===== src/rtl/comparator_pkg.sv =====
// Types shared by the parallel and serial magnitude comparators.
// FSM state encoding, result struct and a helper that turns decision flags into a result.
package comparator_pkg;

    typedef enum logic [1:0] {
        IDLE = 2'd0,
        RUN  = 2'd1,
        DONE = 2'd2
    } cmp_state_t;

    typedef struct packed {
        logic g;
        logic l;
        logic eq;
    } cmp_result_t;

    localparam cmp_result_t CMP_CLEAR = '{g: 1'b0, l: 1'b0, eq: 1'b0};

    function automatic cmp_result_t cmp_resolve(input logic gt, input logic lt);
        cmp_result_t r;
        r.g  = gt;
        r.l  = lt;
        r.eq = !(gt | lt);
        return r;
    endfunction

endpackage


===== src/rtl/serial_comparator.sv =====
// Bit-serial magnitude comparator: WIDTH accepted bit pairs -> g/l/eq with a one-cycle done strobe.
// Latency: done one cycle after the last accepted pair; bit_valid=0 stalls with no state change.
module serial_comparator
    import comparator_pkg::*;
#(
    parameter int WIDTH     = 4,
    parameter bit MSB_FIRST = 1'b1
) (
    input  logic clk,
    input  logic rst_n,
    input  logic start,
    input  logic bit_valid,
    input  logic a_bit,
    input  logic b_bit,
    output logic busy,
    output logic done,
    output logic g,
    output logic l,
    output logic eq
);

    localparam int              CW       = (WIDTH > 1) ? $clog2(WIDTH) : 1;
    localparam logic [CW-1:0]   LAST_IDX = CW'(WIDTH - 1);

    cmp_state_t    state;
    logic [CW-1:0] cnt;
    logic          gt_q;
    logic          lt_q;
    logic          busy_q;
    logic          done_q;
    cmp_result_t   res_q;

    logic          gt_nxt;
    logic          lt_nxt;
    logic          last_pair;

    // MSB-first: the first difference is final. LSB-first: later differences are
    // more significant, so each one overwrites the previous decision.
    always_comb begin
        gt_nxt    = gt_q;
        lt_nxt    = lt_q;
        last_pair = (cnt == LAST_IDX);
        if ((a_bit ^ b_bit) && (!MSB_FIRST || !(gt_q || lt_q))) begin
            gt_nxt = a_bit;
            lt_nxt = b_bit;
        end
    end

    always_ff @(posedge clk or negedge rst_n) begin
        if (!rst_n) begin
            state  <= IDLE;
            cnt    <= '0;
            gt_q   <= 1'b0;
            lt_q   <= 1'b0;
            busy_q <= 1'b0;
            done_q <= 1'b0;
            res_q  <= CMP_CLEAR;
        end else begin
            done_q <= 1'b0;
            case (state)
                IDLE, DONE: begin
                    if (start) begin
                        state  <= RUN;
                        busy_q <= 1'b1;
                        cnt    <= '0;
                        gt_q   <= 1'b0;
                        lt_q   <= 1'b0;
                        res_q  <= CMP_CLEAR;
                    end else begin
                        state  <= IDLE;
                    end
                end
                RUN: begin
                    if (bit_valid) begin
                        gt_q <= gt_nxt;
                        lt_q <= lt_nxt;
                        if (last_pair) begin
                            state  <= DONE;
                            busy_q <= 1'b0;
                            done_q <= 1'b1;
                            cnt    <= '0;
                            res_q  <= cmp_resolve(gt_nxt, lt_nxt);
                        end else begin
                            cnt <= cnt + CW'(1);
                        end
                    end
                end
                default: begin
                    state  <= IDLE;
                    busy_q <= 1'b0;
                end
            endcase
        end
    end

    assign busy = busy_q;
    assign done = done_q;
    assign g    = res_q.g;
    assign l    = res_q.l;
    assign eq   = res_q.eq;

endmodule


===== config.mk =====
export PLATFORM = sky130hd
export DESIGN_NAME = serial_comparator
export DESIGN_NICKNAME = d
export VERILOG_FILES = /design/src/rtl/comparator_pkg.sv /design/src/rtl/serial_comparator.sv
export SDC_FILE = /design/constraint.sdc
export NUM_CORES = 1
export LEC_CHECK = 0
export ABC_AREA = 1
export CAP_MARGIN = 15
export CORE_AREA = 2 2 39 41
export DETAILED_ROUTE_END_ITERATION = 16
export DIE_AREA = 0 0 41 43
export PLACE_DENSITY = 0.69
export SYNTH_ARGS = -nofsm -noshare
export SYNTH_HDL_FRONTEND = slang
export SYNTH_SLANG_ARGS = --single-unit

===== constraint.sdc =====
create_clock -name clk -period 1.64 [get_ports clk]
set_clock_uncertainty 0.2 [all_clocks]
set_input_delay 0.492 -clock clk [delete_from_list [all_inputs] [get_ports clk]]
set_output_delay 0.492 -clock clk [all_outputs]
set_load 0.005 [all_outputs]

# --- Word level (Yosys, flattened, before mapping) ---
# Cells that the tools add are included.
totals:
  regBits: 11
  in_bits: 6
  elab_cells: 55
op_classes:
  n_addsub: 1
  n_eq_ne: 6
  mux: 26
  bitwise: 2
  n_reduce_logical: 11
op_table:
  columns: ["cell", "n"]
  rows:
  - ["1-bit two-way mux", 12]
  - ["2-bit two-way mux", 5]
  - ["3-bit two-way mux", 3]
  - ["2-bit one-hot mux with 2 select lines", 2]
  - ["2-bit != test (second input constant)", 3]
  - ["1-bit one-hot mux with 2 select lines", 3]
  - ["3-bit one-hot mux with 2 select lines", 1]
  - ["3-bit AND reduction", 2]
  - ["2-bit == test (second input constant)", 2]
  - ["4-bit AND reduction", 1]
  - ["2-bit by 1-bit adder with 2-bit output (second input constant)", 1]
  - ["2-bit by 1-bit == test with 1-bit output (second input constant)", 1]
  - ["1-bit logical NOT", 2]
  - ["2-bit logical NOT", 1]
  - ["2-bit AND reduction", 1]
  - ["2-bit nonzero test", 1]
  - ["2-bit OR reduction", 1]
  - ["1-bit logical AND", 1]
  - ["1-bit logical OR", 1]
  - ["1-bit bitwise OR", 1]
  - ["1-bit XOR", 1]

# --- Logic depth before layout (Yosys ltp) ---
# Gate-level depths: netlist (run 1).
depth:
  ltp_word: 9
  mapped_depth: 7

# --- Worst setup path before layout (run 1) ---
# OpenSTA, ideal clock, no wires.
synth_path:
  path_type: "register -> register"
  from: "register cnt[0]"
  to: "register res_q, in the netlist eq"
  setup_time_ns: 0.117
  arrival_time_ns: 0.967
  t_required_ns: 1.323
  slack_ns: 0.356
  path_stages_with_launch: 8
  path_buffers: 0
  synth_period_minus_slack_ns: 1.284
  path_cell_list: "dfrtp_1 -> ha_1 -> nand2_1 -> inv_1 -> nor2_1 -> nor2_1 -> nand3_1 -> nand2_1"
synth_via:
  elab_chain_len: 3
synth_rtl:
  columns: ["element", "line", "rtl"]
  rows:
  - ["start: declaration", "serial_comparator.sv:26", "logic [CW-1:0] cnt;"]
  - ["start signal: assignment", "serial_comparator.sv:84", "cnt <= cnt + CW'(1);"]
  - ["2-bit == test", "serial_comparator.sv:42", "last_pair = (cnt == LAST_IDX);"]
  - ["2-bit != test (no source line)", null, null]
  - ["4-bit AND reduction (no source line)", null, null]
  - ["end signal: assignment", "serial_comparator.sv:82", "res_q <= cmp_resolve(gt_nxt, lt_nxt);"]
  - ["end: declaration", "serial_comparator.sv:31", "cmp_result_t res_q;"]
# No other way between the ends.
# A chain may end at the register's enable or synchronous reset.

# --- Worst setup path in the final report (run 1) ---
layout_path:
  from: "register res_q, in the netlist eq"
  to: "output eq"
layout_lines:
  columns: ["element", "line", "rtl"]
  rows:
  - ["end: declaration", "serial_comparator.sv:19", "output logic eq"]
# No word-level cell between the ends.

==> results of run 1 <==
[logic make-up after synthesis]
group / after synthesis / share of synthesized area (%)
adder cells (fa/ha/maj): 1 / 2.41
flip-flops: 11 / 53.0
buffers and inverters: 9 / 6.51
AO/OA/AOI/OAI: 5 / 5.54
AND/OR/NAND/NOR: 38 / 32.5
[worst max path at each step]
stage               from  end  slack (ns)
2_1_floorplan     cnt[0]   eq        0.36
3_3_place_gp   bit_valid    g       -0.09
3_5_place_dp   bit_valid    g       -0.15
4_1_cts                l    l        0.03
5_1_grt               eq   eq        0.02
6_report              eq   eq        0.05
[power by group through the flow]
stage | clock [W] | combinational [W] | sequential (W)
after global placement | 0 | 0.000465 | 0.000421
after CTS | 0.000195 | 0.000483 | 0.000420
after global routing | 0.000210 | 0.000538 | 0.000432
after detailed placement | 0 | 0.000476 | 0.000427
final | 0.000188 | 0.000478 | 0.000419
after floorplan | 0 | 0.000288 | 0.000419
[worst register-to-register path, delay by kind of cell (launching register included)]
| family | cells | cell delay [ns] |
|---|---|---|
| adders and majority gates | 1 | 0.22 |
| AOI/OAI and AO/OA | 1 | 0.09 |
| DFF | 1 | 0.40 |
| and+or+nand+nor | 4 | 0.39 |
[cell usage after synthesis]
| cell type | number | area, um^2 |
|---|---|---|
| a21oi_1 | 2 | 10.0 |
| dfrtp_1 | 11 | 275 |
| ha_1 | 1 | 12.5 |
| inv_1 | 7 | 26.3 |
| inv_2 | 2 | 7.51 |
| nand2_1 | 23 | 86.3 |
| nand2_2 | 3 | 18.8 |
| nand2b_1 | 1 | 6.26 |
| nand3_1 | 3 | 15.0 |
| nand3b_1 | 1 | 7.51 |
| nor2_1 | 5 | 18.8 |
| nor2_4 | 1 | 11.3 |
| nor3_1 | 1 | 5.00 |
| o21ai_0 | 2 | 10.0 |
| o21ai_2 | 1 | 8.76 |
[registers in the layout, indices dropped and copies added (netlist names)]
name,count
g,1
lt_q,1
done,1
state,2
gt_q,1
eq,1
l,1
busy,1
cnt,2
[layout make-up]
cell class	count	area, um^2
Fill cell	139	676
Inverter	9	33.8
Clock buffer	4	26.3
Multi-Input combinational cell	44	210
Sequential cell	11	275
Tap cell	16	20.0
Timing Repair Buffer	16	143
[per-stage QoR]
step / instances / area, um^2 / setup WS [ns] / TNS, ns
after global placement: 94 / 669 / -0.0936 / -0.501
after global routing: 100 / 708 / 0.0181 / 0
after detailed placement: 94 / 669 / -0.154 / -0.643
after CTS: 100 / 706 / 0.0268 / 0
after floorplan: 64 / 519 / 0.356 / 0
final: 100 / 708 / 0.0490 / 0
[repair_timing]
item | 4_1_cts | 5_1_grt
endpoints found under the setup margin | 5 | 2
setup buffers | 2 | 0
cloned | 0 | 0
resized for setup | 6 | 2
[layer usage]
layer | share of wire (%) | GRT usage, % | vias to the layer above | wire length [um]
met5 | 0 | 0 | - | 0
met4 | 2.2 | 10.0 | 0 | 22
met3 | 4.2 | 3.14 | 3 | 41
met2 | 48 | 21.6 | 8 | 477
met1 | 45 | 16.4 | 205 | 444
li1 | - | - | 234 | -
==> summary.md, run 1 <==
| Metric | Value |
|---|---|
| Initial antenna violation count | `0` |
| DRC | `0` |
| Gp weighted congestion | `between 0.7 and 0.8` |
| Clock sink total | `11` |
| Tcrit/Tclk final | `97.0%` |
| Initial DRC count | `6` |
| Maximum vdd ir drop | `roughly 0.55 mV` |
| Mapped Area | `~520 um^2` |
| Critical Path Slowest Stage Cell | `dfrtp_1` |
| Commonest non-fill, non-tap cell in the layout | `nand2_1` |
| CTS tree | `done` |
| Worst Path Arrival | `0.90 ns` |
| Die ar. | `0.00176 mm^2` |
| Max clock buf depth | `2` |
| Cells on Worst Hold Path | `2` |
| Sw Share | `between 30% and 40%` |
| Worst-path clk slew | `about 0.070 ns` |
| #FFs+latches synth | `11` |
| Wire per inst | `~9.8 um` |
| Crit path max-delay family | `flip-flops` |
| P_int | `0.000678 W` |
| Reg power frac | `38.6%` |
| Clk pwr share | `17.3%` |
| Final wirelength | `slightly below 1000 um` |
| Status | `completed` |
| Post-synthesis sequential area ratio | `53.0%` |
| Synth unique cells | `15` |
| Vias | `450` |
| Largest net degree at the start of global routing | `12` |
| Buffers on Ports | `10` |
| Placed wire-length estimate | `775 um` |
| Number of diodes | `0` |
| Startpoint of the worst register-to-register path | `cnt[0]` |
| Utilization after layout | `51.2%` |
| Die Span Y | `43 um` |
| Mapped Cells | `64` |
| Type of the most critical hold path | `reg2reg` |
| Overflow after GRT | `0` |
| Slew at the pin closest to its max-slew limit | `roughly 0.2 ns` |
| Worst Setup End Kind | `output port` |
| Fmax | `629 MHz` |
| Mean Syn Cell Area | `between 8 and 9 um^2` |
| Ys Warns | `0` |
| Final-report hold violation count | `0` |
| WP buf/inv | `1` |
| Core ar. | `between 0.001 and 0.0015 mm^2` |
| Most frequent cells in the layout | `nand2_1 (23), dfrtp_1 (11), inv_1 (7)` |
| Flop-to-flop setup slack | `around 0.25 ns` |
| Hold Crit Start | `l` |
| Die X-Extent | `between 40 and 50 um` |
| Final max-slew violation count | `0` |
| Switch Pwr | `slightly above 0.0004 W` |
| Post-Syn Nets | `71` |
| Latest clock arrival within the worst-skew pair | `~0.27 ns` |
| Worst EP required | `~0.95 ns` |
| Initial Util | `37.5%` |
| Max Cap Viol | `0` |
| Pwr per Cell Area | `1530 mW/mm^2` |
| Root buffer cell | `clkbuf_4` |
| Tmin final | `1.59 ns` |
| Setup repair after global routing missed its margin | `no` |
| Hold worst-path end | `l` |
| Leakage | `between 0.3 and 0.4 nW` |
| Area grow syn2layout | `36.4%` |
| Logic gate share of total power | `approximately 44%` |
| Global-route wire length before repair | `between 1500 and 2000 um` |
| Sequence of cells on the critical path | `dlygate4sd2_1` |
| Vias in the first global route | `roughly 450` |
| Critical R2R Capture | `g` |
| Cts bufs inserted | `3` |
| Nets | `92` |
| Max-slew headroom | `between 80% and 90%` |
| Crit path max fanout | `2` |
| Layout cells sized above 1 | `19.0%` |
| Total Power | `about 0.0011 W` |
| I/O pin total | `11` |
| Hold_ws | `between 0.2 and 0.3 ns` |
| # setup viols final | `0` |
| # H-tree levels | `1` |
| Setup crit start kind | `flop` |
| Placement Rows | `14` |
| Critical setup path kind | `reg2out` |
| Vias per std cell | `between 4 and 5` |
| Antenna-violating nets left | `0` |
| Worst path depth | `1` |
| Max stage delay on crit path | `approximately 0.37 ns` |
| Router iterations before antenna repair | `2` |
| Reg2reg path depth | `6` |
| Hold_buf cts | `0` |
| Global Route Usage Sum | `14.1%` |
Note: power is estimated with default switching activity, not from simulation.
==> run 2, diff against run 1 <==
--- a/config.mk
+++ b/config.mk
@@ -10,7 +10,8 @@
 export CORE_AREA = 2 2 39 41
 export DETAILED_ROUTE_END_ITERATION = 16
 export DIE_AREA = 0 0 41 43
-export PLACE_DENSITY = 0.69
+export PLACE_DENSITY = 0.62
+export RECOVER_POWER = 50
 export SYNTH_ARGS = -nofsm -noshare
 export SYNTH_HDL_FRONTEND = slang
 export SYNTH_SLANG_ARGS = --single-unit
==> constraint.sdc (replaced) <==
create_clock -name clk -period 2.05 [get_ports clk]
set_clock_uncertainty 0.2 [all_clocks]
set_input_delay 0.615 -clock clk [delete_from_list [all_inputs] [get_ports clk]]
set_output_delay 0.615 -clock clk [all_outputs]
set_load 0.005 [all_outputs]
==> run 2 against run 1 <==
Effect of this change:
- clock-buffer cell count unchanged
- die area unchanged
- clock power decreased by 23%
- sequential power decreased by 20%
- power decreased by 24%
- first-iteration DRC count increased by 50%
- critical endpoint is now l
==> summary.md, run 2 (synthesis results as in run 1) <==
| Metric | Value |
|---|---|
| Max stage delay on crit path | `around 0.50 ns` |
| Die X-Extent | `roughly 41 um` |
| # setup viols final | `0` |
| Leakage | `0.356 nW` |
| Post-CTS Setup Bufs | `0` |
| Setup crit start kind | `flop` |
| Slew at the pin closest to its max-slew limit | `between 0.4 and 0.5 ns` |
| Type of the most critical hold path | `reg2reg` |
| CP endpoint | `l` |
| I/O pin total | `11` |
| Largest regs | `cnt x2, state x2` |
| GR peak layer | `met2` |
| Hold_buf cts | `0` |
| Setup TNS | `0 ns` |
| WP buf/inv | `1` |
| Pwr per Cell Area | `roughly 1200 mW/mm^2` |
| Tmin final | `1.93 ns` |
| Router iterations before antenna repair | `4` |
| Placed Area | `approximately 640 um^2` |
| Setup repair after global routing missed its margin | `no` |
| Vias | `430` |
| Post-route cell area | `between 600 and 700 um^2` |
| Crit path max-delay family | `buffers and inverters` |
| Global Route Usage Sum | `between 10% and 20%` |
| Largest net degree at the start of global routing | `12` |
| Die ar. | `between 0.0015 and 0.002 mm^2` |
| Placed wire-length estimate | `743 um` |
| Placement Rows | `14` |
| Wire per inst | `a little over 10 um` |
| Die Span Y | `43 um` |
| Final-report hold violation count | `0` |
| Vias in the first global route | `397` |
| Number of diodes | `0` |
| Initial Util | `a little under two fifths` |
| Utilization after layout | `between 40% and 50%` |
| Reg2reg path depth | `5` |
| Critical setup path kind | `reg2out` |
| Worst-path clk slew | `~0.070 ns` |
| Crit path max fanout | `2` |
| Dpl cells | `90` |
| Root buffer cell | `clkbuf_4` |
| DRC | `0` |
| Max Cap Viol | `0` |
| Overflow after GRT | `0` |
| Tcrit/Tclk final | `a little over nine tenths` |
| Global-route wire length before repair | `around 1600 um` |
| Initial DRC count | `9` |
| Final max-slew violation count | `0` |
| Startpoint of the worst register-to-register path | `cnt[0]` |
| Worst EP required | `1.23 ns` |
| Final wirelength | `about 950 um` |
| GR Layer Usage met3 | `under 10%` |
| Initial antenna violation count | `0` |
| Critical R2R Capture | `g` |
| Hold Crit Start | `eq` |
| Status | `completed` |
| Layout cells sized above 1 | `about an eighth` |
| Maximum vdd ir drop | `just over 0.7 mV` |
| Buffers on Ports | `10` |
| Worst Path Arrival | `roughly 1.1 ns` |
| Core ar. | `between 0.001 and 0.0015 mm^2` |
| Cts bufs inserted | `3` |
| Antenna-violating nets left | `0` |
| Worst Setup End Kind | `output port` |
| CTS tree | `done` |
| Vias per std cell | `between 4 and 5` |
| Area grow syn2layout | `28.2%` |
| Critical Path Slowest Stage Cell | `clkdlybuf4s50_1` |
| Flop-to-flop setup slack | `approximately 0.67 ns` |
| Cts repair resizes | `0` |
| Gp weighted congestion | `between 0.7 and 0.8` |
| Fin cells | `94` |
| Latest clock arrival within the worst-skew pair | `~0.26 ns` |
| # H-tree levels | `1` |
| Clock sink total | `11` |
| Most frequent cells in the layout | `nand2_1 (23), dfrtp_1 (11), clkdlybuf4s50_1 (8)` |
| GR met2 Demand/Resource | `18.4%` |
| Total Power | `between 0.0008 and 0.0009 W` |
| Fmax | `~520 MHz` |
| Sequence of cells on the critical path | `clkdlybuf4s50_1` |
| Worst path depth | `1` |
| Max-slew headroom | `67.7%` |
| Commonest non-fill, non-tap cell in the layout | `nand2_1` |
| GRT met1 Usage | `18.1%` |
| CP startpoint | `l` |
| Max clock buf depth | `2` |
| Nets | `86` |
run 2: worst min path at each step:
stage,cells past startpoint,endpoint,slack (ns)
final,2,eq,0.28
after global routing,2,gt_q,0.32
after detailed placement,2,eq,0.27
after CTS,2,eq,0.29
after global placement,2,g,0.27
after floorplan,0,busy,0.12
run 2: area by class of cell:
class,count,area (um^2)
fillers,156,718
flip-flops and latches,11,275
multi-input cells,44,210
repair buffers,10,100
inverters,9,33.8
clock buffers,4,26.3
well taps,16,20.0
run 2: routing by layer:
metal / part of all wire (%) / vias up
met2: 44 / 13
met3: 6.4 / 3
li1: - / 226
met4: 2.2 / 0
met5: 0 / -
met1: 47 / 188
run 2: per-stage QoR:
step | setup slack, ns | hold WS [ns]
after CTS | 0.103 | 0.290
after global routing | 0.0601 | 0.321
after global placement | 0.151 | 0.272
after detailed placement | 0.127 | 0.273
final | 0.115 | 0.280
after floorplan | 0.716 | 0.119
run 2: tightest hold or removal path, stage by stage, from the launching register on:
cell and delay, ns:
dfrtp_1 0.34, nand2_1 0.05, nand2_1 0.05
run 2: power breakdown:
group          switching, W  leakage [nW]  internal, W
Clock             0.0000688        0.0150    0.0000753
Sequential        0.0000478         0.142     0.000289
Combinational      0.000192         0.198     0.000153
Total              0.000309         0.356     0.000517
